**src/rtl/rr_tdm_pkg.sv**
```systemverilog
// Package: rr_tdm_pkg
// Shared types and helpers for the round-robin TDM multiply engine.
//   ch_idx_t    channel index for the default four-channel build
//   coef_dir_e  coefficient counter direction
//   next_coef   one step of a coefficient counter; the caller truncates
//               the result to its own width, so wrap is modulo 2**COEF_W
//   PIPE_LAT    pop-to-output latency in cycles when not stalled
package rr_tdm_pkg;

  localparam int PIPE_LAT   = 3;
  localparam int DEF_NUM_CH = 4;

  typedef logic [$clog2(DEF_NUM_CH)-1:0] ch_idx_t;

  typedef enum logic {
    COEF_UP   = 1'b0,
    COEF_DOWN = 1'b1
  } coef_dir_e;

  function automatic logic [31:0] next_coef(coef_dir_e dir, logic [31:0] val);
    return (dir == COEF_DOWN) ? (val - 32'd1) : (val + 32'd1);
  endfunction

endpackage

```
**src/rtl/rr_tdm_mac_fifo.sv**
```systemverilog
// Module: tdm_ch_fifo
// Per-channel synchronous FIFO with first-word fall-through read data.
// A full FIFO refuses a push even when a pop happens in the same cycle.
// Ports:
//   clk    system clock
//   rst    synchronous active-low reset; empties the FIFO
//   push   write din (ignored when full)
//   pop    advance the read pointer (ignored when empty)
//   din    write data
//   dout   head-of-queue data, valid whenever empty==0
//   full   FIFO_DEPTH entries held
//   empty  no entries held
module tdm_ch_fifo #(
  parameter int DATA_W     = 8,
  parameter int FIFO_DEPTH = 4
) (
  input  logic              clk,
  input  logic              rst,
  input  logic              push,
  input  logic              pop,
  input  logic [DATA_W-1:0] din,
  output logic [DATA_W-1:0] dout,
  output logic              full,
  output logic              empty
);

  localparam int AW = $clog2(FIFO_DEPTH);
  localparam logic [AW:0] FULL_CNT = FIFO_DEPTH[AW:0];

  logic [DATA_W-1:0] mem [FIFO_DEPTH];
  logic [AW-1:0]     rd_ptr;
  logic [AW-1:0]     wr_ptr;
  logic [AW:0]       count;
  logic              do_push;
  logic              do_pop;

  assign full    = (count == FULL_CNT);
  assign empty   = (count == '0);
  assign do_push = push && !full;
  assign do_pop  = pop && !empty;
  assign dout    = mem[rd_ptr];

  // Storage carries no reset; the pointers alone define what is valid.
  always_ff @(posedge clk) begin
    if (do_push) begin
      mem[wr_ptr] <= din;
    end
  end

  always_ff @(posedge clk) begin
    if (!rst) begin
      rd_ptr <= '0;
      wr_ptr <= '0;
      count  <= '0;
    end else begin
      if (do_push) begin
        wr_ptr <= wr_ptr + 1'b1;
      end
      if (do_pop) begin
        rd_ptr <= rd_ptr + 1'b1;
      end
      case ({do_push, do_pop})
        2'b10:   count <= count + 1'b1;
        2'b01:   count <= count - 1'b1;
        default: count <= count;
      endcase
    end
  end

endmodule

```
**src/rtl/rr_tdm_mac.sv**
```systemverilog
// Module: rr_tdm_mac
// N-channel round-robin TDM multiply engine. Each channel has its own input
// FIFO and coefficient counter; a slot scheduler picks one channel per cycle
// and feeds a shared three-stage multiplier pipeline with a tagged output.
//
// Build option:
//   RR_TDM_SKIP_IDLE_EN  undefined: strict TDM, every slot visited in turn and
//                        empty slots become pipeline bubbles.
//                        defined: work-conserving, the grant goes to the first
//                        non-empty channel at or after the slot pointer.
//
// Ports:
//   clk      system clock
//   rst      synchronous active-low reset
//   s_valid  per-channel sample valid
//   s_data   per-channel samples, channel c at [c*DATA_W +: DATA_W]
//   s_ready  per-channel FIFO not full (low while in reset)
//   m_valid  product valid
//   m_data   sample * coefficient, full width
//   m_ch     source channel of m_data
//   m_ready  downstream accept
module rr_tdm_mac
  import rr_tdm_pkg::*;
#(
  parameter int                NUM_CH     = 4,
  parameter int                DATA_W     = 8,
  parameter int                COEF_W     = 8,
  parameter int                FIFO_DEPTH = 4,
  parameter logic [NUM_CH-1:0] COEF_DIR   = NUM_CH'(4'b1010)
) (
  input  logic                       clk,
  input  logic                       rst,
  input  logic [NUM_CH-1:0]          s_valid,
  input  logic [NUM_CH*DATA_W-1:0]   s_data,
  output logic [NUM_CH-1:0]          s_ready,
  output logic                       m_valid,
  output logic [DATA_W+COEF_W-1:0]   m_data,
  output logic [$clog2(NUM_CH)-1:0]  m_ch,
  input  logic                       m_ready
);

  localparam int CH_W = $clog2(NUM_CH);
  localparam int PW   = DATA_W + COEF_W;
  localparam logic [CH_W-1:0] LAST_CH = CH_W'(NUM_CH - 1);

  logic                en;
  logic [NUM_CH-1:0]   fifo_full;
  logic [NUM_CH-1:0]   fifo_empty;
  logic [NUM_CH-1:0]   fifo_push;
  logic [NUM_CH-1:0]   fifo_pop;
  logic [DATA_W-1:0]   fifo_dout [NUM_CH];
  logic [COEF_W-1:0]   coef_q [NUM_CH];

  logic [CH_W-1:0]     ptr_q;
  logic [CH_W-1:0]     ptr_d;
  logic [CH_W-1:0]     grant;
  logic                grant_vld;

  logic                s1_valid;
  logic [DATA_W-1:0]   s1_data;
  logic [COEF_W-1:0]   s1_coef;
  logic [CH_W-1:0]     s1_ch;

  logic                s2_valid;
  logic [PW-1:0]       s2_prod;
  logic [CH_W-1:0]     s2_ch;

  function automatic logic [CH_W-1:0] ch_inc(logic [CH_W-1:0] c);
    return (c == LAST_CH) ? '0 : (c + 1'b1);
  endfunction

  // The whole engine, scheduler included, freezes while the output register
  // holds a product nobody has taken.
  assign en = !(m_valid && !m_ready);

  for (genvar c = 0; c < NUM_CH; c++) begin : g_ch
    assign s_ready[c]   = rst && !fifo_full[c];
    assign fifo_push[c] = s_valid[c] && s_ready[c];
    assign fifo_pop[c]  = en && grant_vld && (grant == CH_W'(c));

    tdm_ch_fifo #(
      .DATA_W     (DATA_W),
      .FIFO_DEPTH (FIFO_DEPTH)
    ) u_fifo (
      .clk   (clk),
      .rst   (rst),
      .push  (fifo_push[c]),
      .pop   (fifo_pop[c]),
      .din   (s_data[c*DATA_W +: DATA_W]),
      .dout  (fifo_dout[c]),
      .full  (fifo_full[c]),
      .empty (fifo_empty[c])
    );
  end

`ifdef RR_TDM_SKIP_IDLE_EN
  logic [CH_W-1:0] idx;

  // Cyclic first-non-empty search starting at the slot pointer. With nothing
  // pending the pointer stays put so the next arrival is served from there.
  always_comb begin
    grant     = ptr_q;
    grant_vld = 1'b0;
    ptr_d     = ptr_q;
    idx       = ptr_q;
    for (int i = 0; i < NUM_CH; i++) begin
      if (!grant_vld && !fifo_empty[idx]) begin
        grant     = idx;
        grant_vld = 1'b1;
      end
      idx = ch_inc(idx);
    end
    if (grant_vld) begin
      ptr_d = ch_inc(grant);
    end
  end
`else
  // Strict TDM: the slot pointer alone decides; an empty slot is a bubble.
  always_comb begin
    grant     = ptr_q;
    grant_vld = !fifo_empty[ptr_q];
    ptr_d     = ch_inc(ptr_q);
  end
`endif

  // Scheduler state and coefficient counters. A counter steps only when its
  // channel actually issues a sample, and wraps silently.
  always_ff @(posedge clk) begin
    if (!rst) begin
      ptr_q <= '0;
      for (int c = 0; c < NUM_CH; c++) begin
        coef_q[c] <= {COEF_W{COEF_DIR[c]}};
      end
    end else if (en) begin
      ptr_q <= ptr_d;
      for (int c = 0; c < NUM_CH; c++) begin
        if (grant_vld && (grant == CH_W'(c))) begin
          coef_q[c] <= COEF_W'(next_coef(coef_dir_e'(COEF_DIR[c]), 32'(coef_q[c])));
        end
      end
    end
  end

  // S1 issue, S2 product, S3 output. Operands are widened before the
  // multiply so the full DATA_W+COEF_W product is kept.
  always_ff @(posedge clk) begin
    if (!rst) begin
      s1_valid <= 1'b0;
      s1_data  <= '0;
      s1_coef  <= '0;
      s1_ch    <= '0;
      s2_valid <= 1'b0;
      s2_prod  <= '0;
      s2_ch    <= '0;
      m_valid  <= 1'b0;
      m_data   <= '0;
      m_ch     <= '0;
    end else if (en) begin
      s1_valid <= grant_vld;
      s1_data  <= fifo_dout[grant];
      s1_coef  <= coef_q[grant];
      s1_ch    <= grant;

      s2_valid <= s1_valid;
      s2_prod  <= PW'(s1_data) * PW'(s1_coef);
      s2_ch    <= s1_ch;

      // Bubbles leave the last product on m_data/m_ch.
      m_valid  <= s2_valid;
      if (s2_valid) begin
        m_data <= s2_prod;
        m_ch   <= s2_ch;
      end
    end
  end

endmodule
```
**config.mk**
```make
export PLATFORM = sky130hd
export DESIGN_NAME = rr_tdm_mac
export DESIGN_NICKNAME = d
export VERILOG_FILES = /design/src/rtl/rr_tdm_pkg.sv /design/src/rtl/rr_tdm_mac_fifo.sv /design/src/rtl/rr_tdm_mac.sv
export SDC_FILE = /design/constraint.sdc
export NUM_CORES = 1
export LEC_CHECK = 0
export ABC_AREA = 0
export BUFFER_PORTS_ARGS = -buffer_cell sky130_fd_sc_hd__buf_2
export CORE_AREA = 2 2 194 196
export CTS_BUF_LIST = sky130_fd_sc_hd__clkbuf_4
export CTS_CLUSTER_DIAMETER = 40
export DETAILED_ROUTE_END_ITERATION = 7
export DIE_AREA = 0 0 196 198
export GPL_ROUTABILITY_DRIVEN = 0
export SETUP_SLACK_MARGIN = 0.05
export SYNTH_ARGS = -nofsm -noshare
export SYNTH_HDL_FRONTEND = slang
export SYNTH_SLANG_ARGS = --single-unit
```
**constraint.sdc**
```tcl
create_clock -name clk -period 3.7 [get_ports clk]
set_input_delay 0.185 -clock clk [delete_from_list [all_inputs] [get_ports clk]]
set_output_delay 0.185 -clock clk [all_outputs]
set_load 0.03 [all_outputs]
```
==> reports/results.tsv <==
stage	metric	value	unit
outcome	outcome	finished with violations	
outcome	failing checks	negative setup slack	
grt	number of global-route vias before repair	8542	
logic_synthesis	share of the synthesized area in the top cell type	0.379	
logic_synthesis	Synth area leaders	edfxtp_1, dfxtp_1, mux4_2	
clocking	CTS tree	built	
sta	endpoints failing setup	7	
sta	Hold Fails Final Rpt	0	
sta	hold_ws	0.231	ns
clocking	cts bufs inserted	70	
power	power per cell area	482	mW/mm^2
die	area of the die	0.0388	sq mm
placement	I/O Buffers	61	
sta	RSZ-0062 raised after global routing	true	
critical_path	CP Max Fanout	8	
logic_synthesis	Yosys top cell by area	edfxtp_1	
logic_synthesis	Post-synth EDFFs	160	
detailed_routing	via/cell ratio	4.69	
sta	Final Max Tran Viols	0	
grt	first-pass GRT wire length	43.2	mm
clocking	Clk Tree Root Cell	clkbuf_4	
critical_path	CP Cell Sequence	nand2_2 -> fa_1 -> fa_1 -> inv_2 -> fa_1 -> inv_1 -> fa_1 -> inv_2 -> ha_4 -> o21a_1 -> o31a_1 -> o31a_1 -> a2111o_1 -> o211ai_1	
critical_path	arrival time worst endpoint	4.52	ns
sta	FMAX	254	MHz
die	Die Y-Extent	198	um
detailed_routing	DR WL met3	1.42	mm
critical_path	CP peak stage delay	0.53	ns
sta	worst setup margin	-0.242	ns
detailed_routing	initial DRC count	333	
critical_path	kind of critical path	reg -> reg	
clocking	Worst-path clk slew	0.07	ns
logic_synthesis	ys async rst share	0	
logic_synthesis	syn_nets	1171	
clocking	Clock Path Buffers	3	
flow_run	maxcap violations	0	
sta	slew margin rel.	0.474	
final_layout	Area Overhead vs Synth	22.0	%
detailed_routing	Post-DRT Antenna Nets	0	
grt	grt total ovfl	0	
logic_synthesis	Synth Cell Area	0.0127	sq mm
logic_synthesis	#FFs+latches synth	255	
logic_synthesis	Cell variety after synth	46	
critical_path	Crit-path slowest cell	fa_1	
final_layout	fraction of layout cells with a size suffix above 1	0.279	
detailed_routing	met2 WL	13.0	mm
die	die width	196	um
logic_synthesis	sequential share of the synthesized area	0.528	
logic_synthesis	Gate Count Post-Synth	1028	
power	maximum vdd drop	0.312	mV
final_layout	Final Instance Area	0.0155	sq mm
critical_path	WP data required	4.28	ns
placement	hpwl dp	18.8	mm
sta	minimum clock period	3.94	ns
clocking	total clock sinks	255	
sta	Worst-Margin Slew	0.788	ns
logic_synthesis	top_reg_cell synth	edfxtp_1	
die	Core Region	0.0370	sq mm
sta	period utilization	1.07	
detailed_routing	drc violations	0	
sta	clock skew	0.0665	ns
logic_synthesis	count leader, synth	edfxtp_1	
die	Starting Density	0.343	
detailed_routing	highest routed layer	met4	
detailed_routing	via count of the routed design	8193	
clocking	CTS H-tree lvls	3	
final_layout	Final nets	1358	
critical_path	crit-path leading delay family	adder cells	
die	# IOs	62	
grt	initial antenna violation count	1	
placement	dpl cell area	0.0139	sq mm
die	row count	71	
critical_path	Worst setup EP type	flip-flop	
detailed_routing	routed wire length	26.4	mm
power	leakage	5.94	nW
detailed_routing	iteration count of the initial detailed-routing pass	4	
critical_path	CP dominant cell by count	fa_1	
worst_hold_path	min-delay worst type	in -> reg	
grt	largest net degree at the start of global routing	48	
clocking	clk_lat worst skew	0.72	ns
detailed_routing	wire length per cell	15.1	um
logic_synthesis	Yosys warnings	0	
critical_path	Startpoint Class	flip-flop	
detailed_routing	Met1 Wirelength	11.4	mm
grt	GRT Overall Usage	0.141	
critical_path	Buf/Inv on CP	3	
logic_synthesis	synth cell count leaders	edfxtp_1, nand2_1, dfxtp_1	
logic_synthesis	Synth Area per Inst	12.3	sq um
metal layers:
layer | global-route usage | vias to the layer above
met5 | 0 | -
met4 | 0.0530 | 0
met1 | 0.168 | 3940
li1 | - | 4032
met2 | 0.246 | 175
met3 | 0.0358 | 46
registers in the layout, indices dropped and copies added, names as in the netlist, named ones only:
signal / flops
m_data: 16
s1_ch: 2
s1_coef: 8
coef_q: 32
g_ch.u_fifo.rd_ptr: 8
m_ch: 2
s1_valid: 1
s1_data: 8
s2_ch: 2
grant: 2
g_ch.u_fifo.wr_ptr: 8
s2_prod: 16
s2_valid: 1
g_ch.u_fifo.count: 12
m_valid: 1
g_ch.u_fifo.mem: 128
worst paths after layout:
check             slack (ns)         from                       end  cells past startpoint
setup / recovery       -0.24   s1_data[2]               s2_prod[13]                     14
hold / removal          0.23   s_data[15]  g_ch[1].u_fifo.mem[1][7]                      2
setup reg to reg       -0.24   s1_data[2]               s2_prod[13]                     14
hold reg to reg         0.45  s2_prod[10]                m_data[10]                      2
where the power goes:
| group | total (mW) | switching, mW | internal (mW) | leakage, nW |
|---|---|---|---|---|
| registers | 3.34 | 0.137 | 3.20 | 2.22 |
| clock network | 2.59 | 1.18 | 1.41 | 0.549 |
| logic | 1.54 | 0.813 | 0.726 | 3.17 |
cells in the final DEF, fill, tap and decap left out, drive strengths merged, types with 8 or more instances in the layout:
master       count
nor3            18
xor2            21
o31ai            8
clkbuf         108
nand3           27
ha              64
dlygate4sd3     39
o21ai           10
nor2            63
dfxtp           95
nand2          139
xnor2           25
a21oi           51
clkinv          14
and3            25
inv             85
fa              40
mux4            49
edfxtp         160
buf            113
and2            58
logic make-up after synthesis:
logic type               share of synthesized area
adder cells (fa/ha/maj)                      0.126
flip-flops                                   0.528
AO/OA/AOI/OAI                               0.0488
buffers and inverters                       0.0367
multiplexers                                0.0883
XOR/XNOR                                    0.0317
AND/OR/NAND/NOR                              0.140
what timing repair did:
item | in CTS | in global routing
pin swaps | 24 | 20
hold buffers | 39 | 0
endpoints found under the hold margin | 156 | 0
endpoints found under the setup margin | 9 | 9
buffers inserted | 6 | 2
cloned | 0 | 0
resized for setup | 28 | 24
cell type report:
cell class              count  area [sq um]
fillers                  3507         21500
diodes                      1          2.50
flip-flops and latches    255          6750
clock inverters            20           120
well taps                 474           593
clock buffers             108           811
inverters                  82           308
repair buffers            152          1110
multi-input cells         654          5790
through the flow:
step	instances	util	setup TNS, ns	setup WS, ns	power, mW
2_1_floorplan	1028	-	-0.0659	-0.0339	4.33
3_3_place_gp	1571	0.377	-0.794	-0.156	4.75
3_5_place_dp	1571	0.377	-1.07	-0.215	4.77
4_1_cts	1743	0.416	-1.27	-0.262	7.52
5_1_grt	1746	0.419	-2.46	-0.382	7.92
6_report	1746	0.419	-1.19	-0.242	7.47
Power figures use the tool's default switching activity.
